$ cat src/rtl/cache_types.sv
// ---------------------------------------------------------------------------
// cache_types
// Shared types and encodings for the 2-way write-back cache controller:
//   cache_state_t  : controller FSM states
//   PMEM_SEL_*     : physical-memory address mux selects
//   DATA_SEL_*     : data-array write source selects
// ---------------------------------------------------------------------------
package cache_types;

   typedef enum logic [1:0] {
      IDLE      = 2'd0,
      CHECK     = 2'd1,
      WRITEBACK = 2'd2,
      FILL      = 2'd3
   } cache_state_t;

   localparam logic [1:0] PMEM_SEL_CPU  = 2'b00;
   localparam logic [1:0] PMEM_SEL_WAY1 = 2'b01;
   localparam logic [1:0] PMEM_SEL_WAY2 = 2'b10;

   localparam logic DATA_SEL_PMEM = 1'b0;
   localparam logic DATA_SEL_CPU  = 1'b1;

endpackage

$ cat src/rtl/cache_wmask_gen.sv
// ---------------------------------------------------------------------------
// cache_wmask_gen
// Expands a CPU word byte-enable into a per-byte write mask for a full line.
//   i_byte_enable : byte enables of the addressed 32-bit word
//   i_word        : word index within the line (address bits [s_offset-1:2])
//   o_mask        : s_mask-bit byte write mask, enables placed at the word
// ---------------------------------------------------------------------------
module cache_wmask_gen #(
   parameter int s_offset = 5,
   parameter int s_mask   = 32
) (
   input  logic [3:0]          i_byte_enable,
   input  logic [s_offset-3:0] i_word,
   output logic [s_mask-1:0]   o_mask
);

   logic [s_mask-1:0] w_base;

   assign w_base = {{(s_mask-4){1'b0}}, i_byte_enable};
   assign o_mask = w_base << {i_word, 2'b00};

endmodule

$ cat src/rtl/cache_control.sv
// ---------------------------------------------------------------------------
// cache_control
// Sequencer for a 2-way set-associative write-back cache datapath.
// Ports:
//   clk, rst                  : clock, synchronous active-high reset
//   mem_read/mem_write/...    : CPU request port, mem_resp one-cycle done
//   pmem_read/pmem_write/resp : physical-memory handshake (writeback / fill)
//   hit*, dirty_out*, valid_out*, lru_out : array status from the datapath
//   array_read, data_w*, load_*, *_in     : array strobes and write data
//   data_sel, path_sel, pmem_sel          : datapath mux selects
//   load_pmem_wdata           : capture the victim line for writeback
// State and victim way are registered; all outputs decode combinationally.
// ---------------------------------------------------------------------------
module cache_control
   import cache_types::*;
#(
   parameter int s_offset = 5,
   parameter int s_mask   = 32
) (
   input  logic              clk,
   input  logic              rst,
   input  logic              mem_read,
   input  logic              mem_write,
   input  logic [3:0]        mem_byte_enable,
   input  logic [31:0]       mem_address,
   output logic              mem_resp,
   output logic              pmem_read,
   output logic              pmem_write,
   input  logic              pmem_resp,
   input  logic              hit1,
   input  logic              hit2,
   input  logic              dirty_out1,
   input  logic              dirty_out2,
   input  logic              valid_out1,
   input  logic              valid_out2,
   input  logic              lru_out,
   output logic              array_read,
   output logic [s_mask-1:0] data_w1,
   output logic [s_mask-1:0] data_w2,
   output logic              load_tag1,
   output logic              load_tag2,
   output logic              load_valid1,
   output logic              load_valid2,
   output logic              load_dirty1,
   output logic              load_dirty2,
   output logic              load_lru,
   output logic              valid_in,
   output logic              dirty_in,
   output logic              lru_in,
   output logic              data_sel,
   output logic              path_sel,
   output logic [1:0]        pmem_sel,
   output logic              load_pmem_wdata
);

   cache_state_t r_state;
   logic         r_victim;

   logic              w_req;
   logic              w_hit;
   logic              w_hit_way;      // 0=way1, 1=way2; way1 wins on double hit
   logic              w_victim_dirty;
   logic [s_mask-1:0] w_wmask;
   logic              w_unused;

   assign w_req          = mem_read | mem_write;
   assign w_hit          = hit1 | hit2;
   assign w_hit_way      = ~hit1;
   assign w_victim_dirty = lru_out ? (valid_out2 & dirty_out2)
                                   : (valid_out1 & dirty_out1);
   assign w_unused       = &{1'b0, mem_address[31:s_offset], mem_address[1:0]};

   cache_wmask_gen #(
      .s_offset (s_offset),
      .s_mask   (s_mask)
   ) u_wmask (
      .i_byte_enable (mem_byte_enable),
      .i_word        (mem_address[s_offset-1:2]),
      .o_mask        (w_wmask)
   );

   always_ff @(posedge clk) begin
      if (rst) begin
         r_state  <= IDLE;
         r_victim <= 1'b0;
      end else begin
         case (r_state)
            IDLE:      if (w_req) r_state <= CHECK;
            CHECK: begin
               if (w_hit) begin
                  r_state <= IDLE;
               end else begin
                  r_victim <= lru_out;
                  r_state  <= w_victim_dirty ? WRITEBACK : FILL;
               end
            end
            WRITEBACK: if (pmem_resp) r_state <= FILL;
            FILL:      if (pmem_resp) r_state <= CHECK;
            default:   r_state <= IDLE;
         endcase
      end
   end

   // Outputs are forced low while rst is high so a reset mid-transfer
   // drops the pmem request and suppresses any array load that cycle.
   always_comb begin
      mem_resp        = 1'b0;
      pmem_read       = 1'b0;
      pmem_write      = 1'b0;
      array_read      = 1'b0;
      data_w1         = '0;
      data_w2         = '0;
      load_tag1       = 1'b0;
      load_tag2       = 1'b0;
      load_valid1     = 1'b0;
      load_valid2     = 1'b0;
      load_dirty1     = 1'b0;
      load_dirty2     = 1'b0;
      load_lru        = 1'b0;
      valid_in        = 1'b0;
      dirty_in        = 1'b0;
      lru_in          = 1'b0;
      data_sel        = DATA_SEL_PMEM;
      path_sel        = 1'b0;
      pmem_sel        = PMEM_SEL_CPU;
      load_pmem_wdata = 1'b0;
      if (!rst) begin
         case (r_state)
            IDLE: array_read = w_req;
            CHECK: begin
               if (w_hit) begin
                  mem_resp = 1'b1;
                  path_sel = w_hit_way;
                  load_lru = 1'b1;
                  lru_in   = ~w_hit_way;
                  // mem_write dominates, so read+write is handled as a write
                  if (mem_write) begin
                     data_sel = DATA_SEL_CPU;
                     dirty_in = 1'b1;
                     if (w_hit_way) begin
                        data_w2     = w_wmask;
                        load_dirty2 = 1'b1;
                     end else begin
                        data_w1     = w_wmask;
                        load_dirty1 = 1'b1;
                     end
                  end
               end else if (w_victim_dirty) begin
                  path_sel        = lru_out;
                  load_pmem_wdata = 1'b1;
               end
            end
            WRITEBACK: begin
               pmem_write = 1'b1;
               pmem_sel   = r_victim ? PMEM_SEL_WAY2 : PMEM_SEL_WAY1;
            end
            FILL: begin
               pmem_read = 1'b1;
               pmem_sel  = PMEM_SEL_CPU;
               if (pmem_resp) begin
                  // strobe the arrays so the following CHECK sees the new line
                  array_read = 1'b1;
                  data_sel   = DATA_SEL_PMEM;
                  valid_in   = 1'b1;
                  dirty_in   = 1'b0;
                  if (r_victim) begin
                     data_w2     = '1;
                     load_tag2   = 1'b1;
                     load_valid2 = 1'b1;
                     load_dirty2 = 1'b1;
                  end else begin
                     data_w1     = '1;
                     load_tag1   = 1'b1;
                     load_valid1 = 1'b1;
                     load_dirty1 = 1'b1;
                  end
               end
            end
            default: ;
         endcase
      end
   end

endmodule

$ cat config.mk
export PLATFORM = sky130hd
export DESIGN_NAME = cache_control
export DESIGN_NICKNAME = d
export VERILOG_FILES = /design/src/rtl/cache_types.sv /design/src/rtl/cache_wmask_gen.sv /design/src/rtl/cache_control.sv
export SDC_FILE = /design/constraint.sdc
export NUM_CORES = 1
export LEC_CHECK = 0
export BUFFER_PORTS_ARGS = -buffer_cell sky130_fd_sc_hd__clkbuf_2
export CAP_MARGIN = 30
export CORE_MARGIN = 2
export CORE_UTILIZATION = 30
export CTS_CLUSTER_DIAMETER = 60
export DETAILED_ROUTE_END_ITERATION = 7
export HOLD_SLACK_MARGIN = 0.15
export PLACE_DENSITY = 0.74
export SYNTH_ARGS = -nofsm -noshare
export SYNTH_HDL_FRONTEND = slang
export SYNTH_SLANG_ARGS = --single-unit
export TNS_END_PERCENT = 30
$ cat constraint.sdc
create_clock -name clk -period 3.7 [get_ports clk]
set_clock_uncertainty 0.05 [all_clocks]
set_input_delay 0 -clock clk [delete_from_list [all_inputs] [get_ports clk]]
set_output_delay 0 -clock clk [all_outputs]
set_load 0.05 [all_outputs]
==> results_tabular.tex <==
\begin{tabular}{lr}
\hline
Metric & Value \\
\hline
\multicolumn{2}{l}{\textbf{Run status}} \\
\quad Result of the run & completed \\
\multicolumn{2}{l}{\textbf{Detailed routing}} \\
\quad \# DRC & 0 \\
\quad Via count normalized by instance count & 5.25 \\
\quad Total number of vias & around 1,900 \\
\quad Initial detailed-routing violation count & 70 \\
\quad Detailed-route wire length & roughly 4.7 mm \\
\quad Drt wl/cell & 13.3 um \\
\quad Remaining antenna violation count & 0 \\
\quad Drt first pass iters & 4 \\
\multicolumn{2}{l}{\textbf{CTS}} \\
\quad Sinks on the clock net & 3 \\
\quad Insertion delay of the later-clocked pin in the worst-skew pair & 0.21 ns \\
\quad Clock transition at path regs & roughly 0.030 ns \\
\quad Cell at the root of the clock tree & sky130\_fd\_sc\_hd\_\_clkbuf\_8 \\
\quad Number of post-CTS setup repair buffers & 0 \\
\quad Num CTS Buffers & 3 \\
\quad Number of resized instances in the post-cts repair step & 0 \\
\quad Max clock buf depth & 2 \\
\quad Maximum level of the CTS H-tree & 1 \\
\quad Clock tree from TritonCTS & yes \\
\multicolumn{2}{l}{\textbf{Synth}} \\
\quad Synthesized area & roughly 1300 um2 \\
\quad Main combinational cell family by area after synthesis & simple AND/OR/NAND/NOR gates \\
\quad Post-Synth Simple-Gate Area & between 30\% and 40\% \\
\quad Post-synth top area share & around a quarter \\
\quad Post-synthesis area per instance & $\sim$5.7 um2 \\
\quad Post-synthesis async set-or-reset flop share & 0\% \\
\quad Leading area contributor after synthesis & sky130\_fd\_sc\_hd\_\_a21oi\_1 \\
\quad Count leader, synth & sky130\_fd\_sc\_hd\_\_a21oi\_1 \\
\quad Sequential area share after synthesis & approximately 4.6\% \\
\quad Synth warn & 0 \\
\quad Number of enable-type register cells in the synthesized netlist & 0 \\
\quad Number of distinct library cell variants in the gate-level netlist after synthesis & 33 \\
\quad Adder-cell share of the synthesized area & about 3.8\% \\
\quad Mux contribution to synthesized area & less than 1\% \\
\quad Post-Synth XOR/XNOR Area & 0\% \\
\quad Flip-flop and latch count after synthesis & 3 \\
\quad Most area-consuming cells after synthesis & sky130\_fd\_sc\_hd\_\_a21oi\_1 (25\%), sky130\_fd\_sc\_hd\_\_nand3\_1 (13\%), sky130\_fd\_sc\_hd\_\_nand2\_1 (9.7\%) \\
\quad Top flip-flop cell by instance count after synthesis & sky130\_fd\_sc\_hd\_\_dfxtp\_1 \\
\quad Gate count of the mapped netlist & about 230 \\
\quad Number of nets in the synthesized netlist & roughly 280 \\
\quad Post-synthesis compound-gate area fraction & 31.4\% \\
\quad Most instantiated cells after synthesis & sky130\_fd\_sc\_hd\_\_a21oi\_1 (66), sky130\_fd\_sc\_hd\_\_nand3\_1 (35), sky130\_fd\_sc\_hd\_\_nand2\_1 (34) \\
\multicolumn{2}{l}{\textbf{STA}} \\
\quad Final hold vios & 0 \\
\quad Slew margin rel. & between 30\% and 40\% \\
\quad Setup violators final & 0 \\
\quad F\_max & 397 MHz \\
\quad Period Utilization, post-route & between 60\% and 70\% \\
\quad Setup repair after global routing missed its margin & false \\
\quad Setup ws final & 1.18 ns \\
\quad Fin Setup TNS & 0 ns \\
\quad Max-slew violation count & 0 \\
\quad Clock period minus worst slack & about 2.5 ns \\
\quad Measured slew at the worst slew-check pin & roughly 1.0 ns \\
\multicolumn{2}{l}{\textbf{Placement}} \\
\quad Placed standard-cell area & 1690 um2 \\
\quad Detail Placement HPWL & $\sim$3.4 mm \\
\quad GPL Wtd Cong & between 0.8 and 0.9 \\
\quad Count of buffers inserted at the top-level ports & 101 \\
\quad Worst Setup Slack post-DPL & about 1.4 ns \\
\multicolumn{2}{l}{\textbf{Worst setup path}} \\
\quad Type of destination of the critical path & primary output \\
\quad Critical path type & reg2out \\
\quad Required time worst endpoint & about 3.7 ns \\
\quad Largest fanout on the critical path & 33 \\
\quad Worst reg2reg path startpoint & r\_state[1] \\
\quad WP data arrival & 2.47 ns \\
\quad Cells on worst reg2reg path & 6 \\
\quad Critical Path Start Type & register \\
\quad Beginning of the critical path & r\_state[1] \\
\multicolumn{2}{l}{\textbf{Die}} \\
\quad Row count & 24 \\
\quad Floorplan Core Area & around 4300 um2 \\
\quad Number of I/O pins & roughly 130 \\
\quad Full die area & 4920 um2 \\
\quad Horizontal extent of the die & approximately 70 um \\
\quad Die Y-Extent & approximately 70 um \\
\quad Initial Util & between 30\% and 40\% \\
\multicolumn{2}{l}{\textbf{Global route}} \\
\quad Total Routing Usage GR & a little under a fifth \\
\quad Overall overflow remaining after global route & 0 \\
\quad Pin count of the biggest net entering global routing & 34 \\
\quad Via count of the first global-routing pass & approximately 1,600 \\
\quad Wire length of the first global-routing pass & around 7.5 mm \\
\quad Antenna violations before repair & 0 \\
\multicolumn{2}{l}{\textbf{Power}} \\
\quad Sequential share of power & around 14\% \\
\quad Part of the power in combinational logic & approximately 49\% \\
\quad Pwr per Cell Area & between 100 and 150 nW/um2 \\
\quad Switching fraction of total power & a little over two fifths \\
\quad Clk pwr share & a little over a third \\
\quad Internal & approximately 0.15 mW \\
\quad Leak Pwr & 0.792 nW \\
\quad IR Drop Worst-Case VDD & approximately 220 uV \\
\quad Net Sw Power & approximately 0.11 mW \\
\multicolumn{2}{l}{\textbf{Finish}} \\
\quad Layout cells sized above 1 & around 36\% \\
\quad Area taken by flip-flops and latches & 60.1 um2 \\
\quad Count of filler cells inserted in the layout & between 400 and 500 \\
\quad Multi-input gate area & $\sim$990 um2 \\
\quad Final design instance area without fill & between 1500 and 2000 um2 \\
\quad Antenna diode instance count & 0 \\
\quad Layout Nets & roughly 360 \\
\quad Synth-to-Final Area Change & 35.2\% \\
\multicolumn{2}{l}{\textbf{Hold path}} \\
\quad Hold Path Stages & 4 \\
\quad Kind of path behind the tightest hold check & in2reg \\
\quad Hold Crit Start & mem\_read \\
\multicolumn{2}{l}{\textbf{Job}} \\
\quad Maxcap violations & 0 \\
\hline
\end{tabular}
-- critical path: stages (launching register included) --
cell and delay (ns):
sky130_fd_sc_hd__dfxtp_1 0.32, sky130_fd_sc_hd__inv_1 0.09, sky130_fd_sc_hd__ha_1 0.24, sky130_fd_sc_hd__and4b_1 0.91
sky130_fd_sc_hd__nand3_1 0.15, sky130_fd_sc_hd__a21oi_1 0.23, sky130_fd_sc_hd__clkbuf_2 0.31
-- cells in the final DEF (no fill, tap or decap), drive strengths merged --
cell type,n
clkbuf,105
a21oi,66
nand3,35
nand2,34
nor2b,9
and2,8
nor2,7
inv,6
ha,4
dlygate4sd3,4
dfxtp,3
nand3b,3
buf,3
nor3,2
o21ai,2
a311oi,2
o21bai,2
a21o,1
and4b,1
nand2b,1
a2111oi,1
a31oi,1
a211oi,1
or3b,1
nor3b,1
o2bb2ai,1
mux2i,1
-- area by class of cell --
cell class | instances | area share [%]
inverter | 6 | 1.27
tap | 52 | 3.67
multi-input combinational | 184 | 56.0
sequential | 3 | 3.39
timing repair buffer | 108 | 33.1
clock buffer | 4 | 2.54
-- per-stage QoR --
| stage | cells | hold slack, ns | util, % | total power [mW] |
|---|---|---|---|---|
| floorplan | 229 | 0.0972 | - | 0.133 |
| global placement | 346 | 0.246 | 38.3 | 0.155 |
| detailed placement | 349 | 0.258 | 39.3 | 0.161 |
| CTS | 357 | 0.174 | 41.3 | 0.263 |
| global route | 357 | 0.240 | 41.3 | 0.278 |
| finish | 357 | 0.183 | 41.3 | 0.259 |
-- final timing paths --
path | to | slack (ns)
min reg2reg | r_state[1] | 0.58
max | data_w2[23] | 1.18
max reg2reg | r_state[0] | 1.64
min | r_state[1] | 0.18
-- flip-flops by register name (all words and copies together), names as in the netlist --
name      flops
r_state       2
r_victim      1
-- repair_timing --
| action | CTS | global route |
|---|---|---|
| hold buffers | 4 | 0 |
| endpoints found under the hold margin | 2 | 0 |
| endpoints found under the setup margin | 0 | 0 |
-- power by group through the flow --
stage / Clock (mW) / Sequential (mW) / Combinational (mW)
3_5_place_dp: 0 / 0.0376 / 0.123
3_3_place_gp: 0 / 0.0375 / 0.117
4_1_cts: 0.0976 / 0.0373 / 0.128
5_1_grt: 0.101 / 0.0377 / 0.140
2_1_floorplan: 0 / 0.0369 / 0.0957
6_report: 0.0938 / 0.0373 / 0.128
-- cells by family (layout without fill, tap and decap cells) --
group	Yosys count	count (layout)
and+or+nand+nor	102	102
AOI/OAI and AO/OA	77	77
buffers and inverters	42	118
adders and majority gates	4	4
DFF	3	3
muxes	1	1
-- metal layers --
metal  GRT usage [%]  share of wire, %  up-vias
li1                -                 -      937
met1            24.0                42      844
met2            32.3                49       91
met3            4.18               9.3        2
met4            2.56              0.21        0
met5               0                 0        -
No activity file was read; power rests on OpenSTA's default activity.
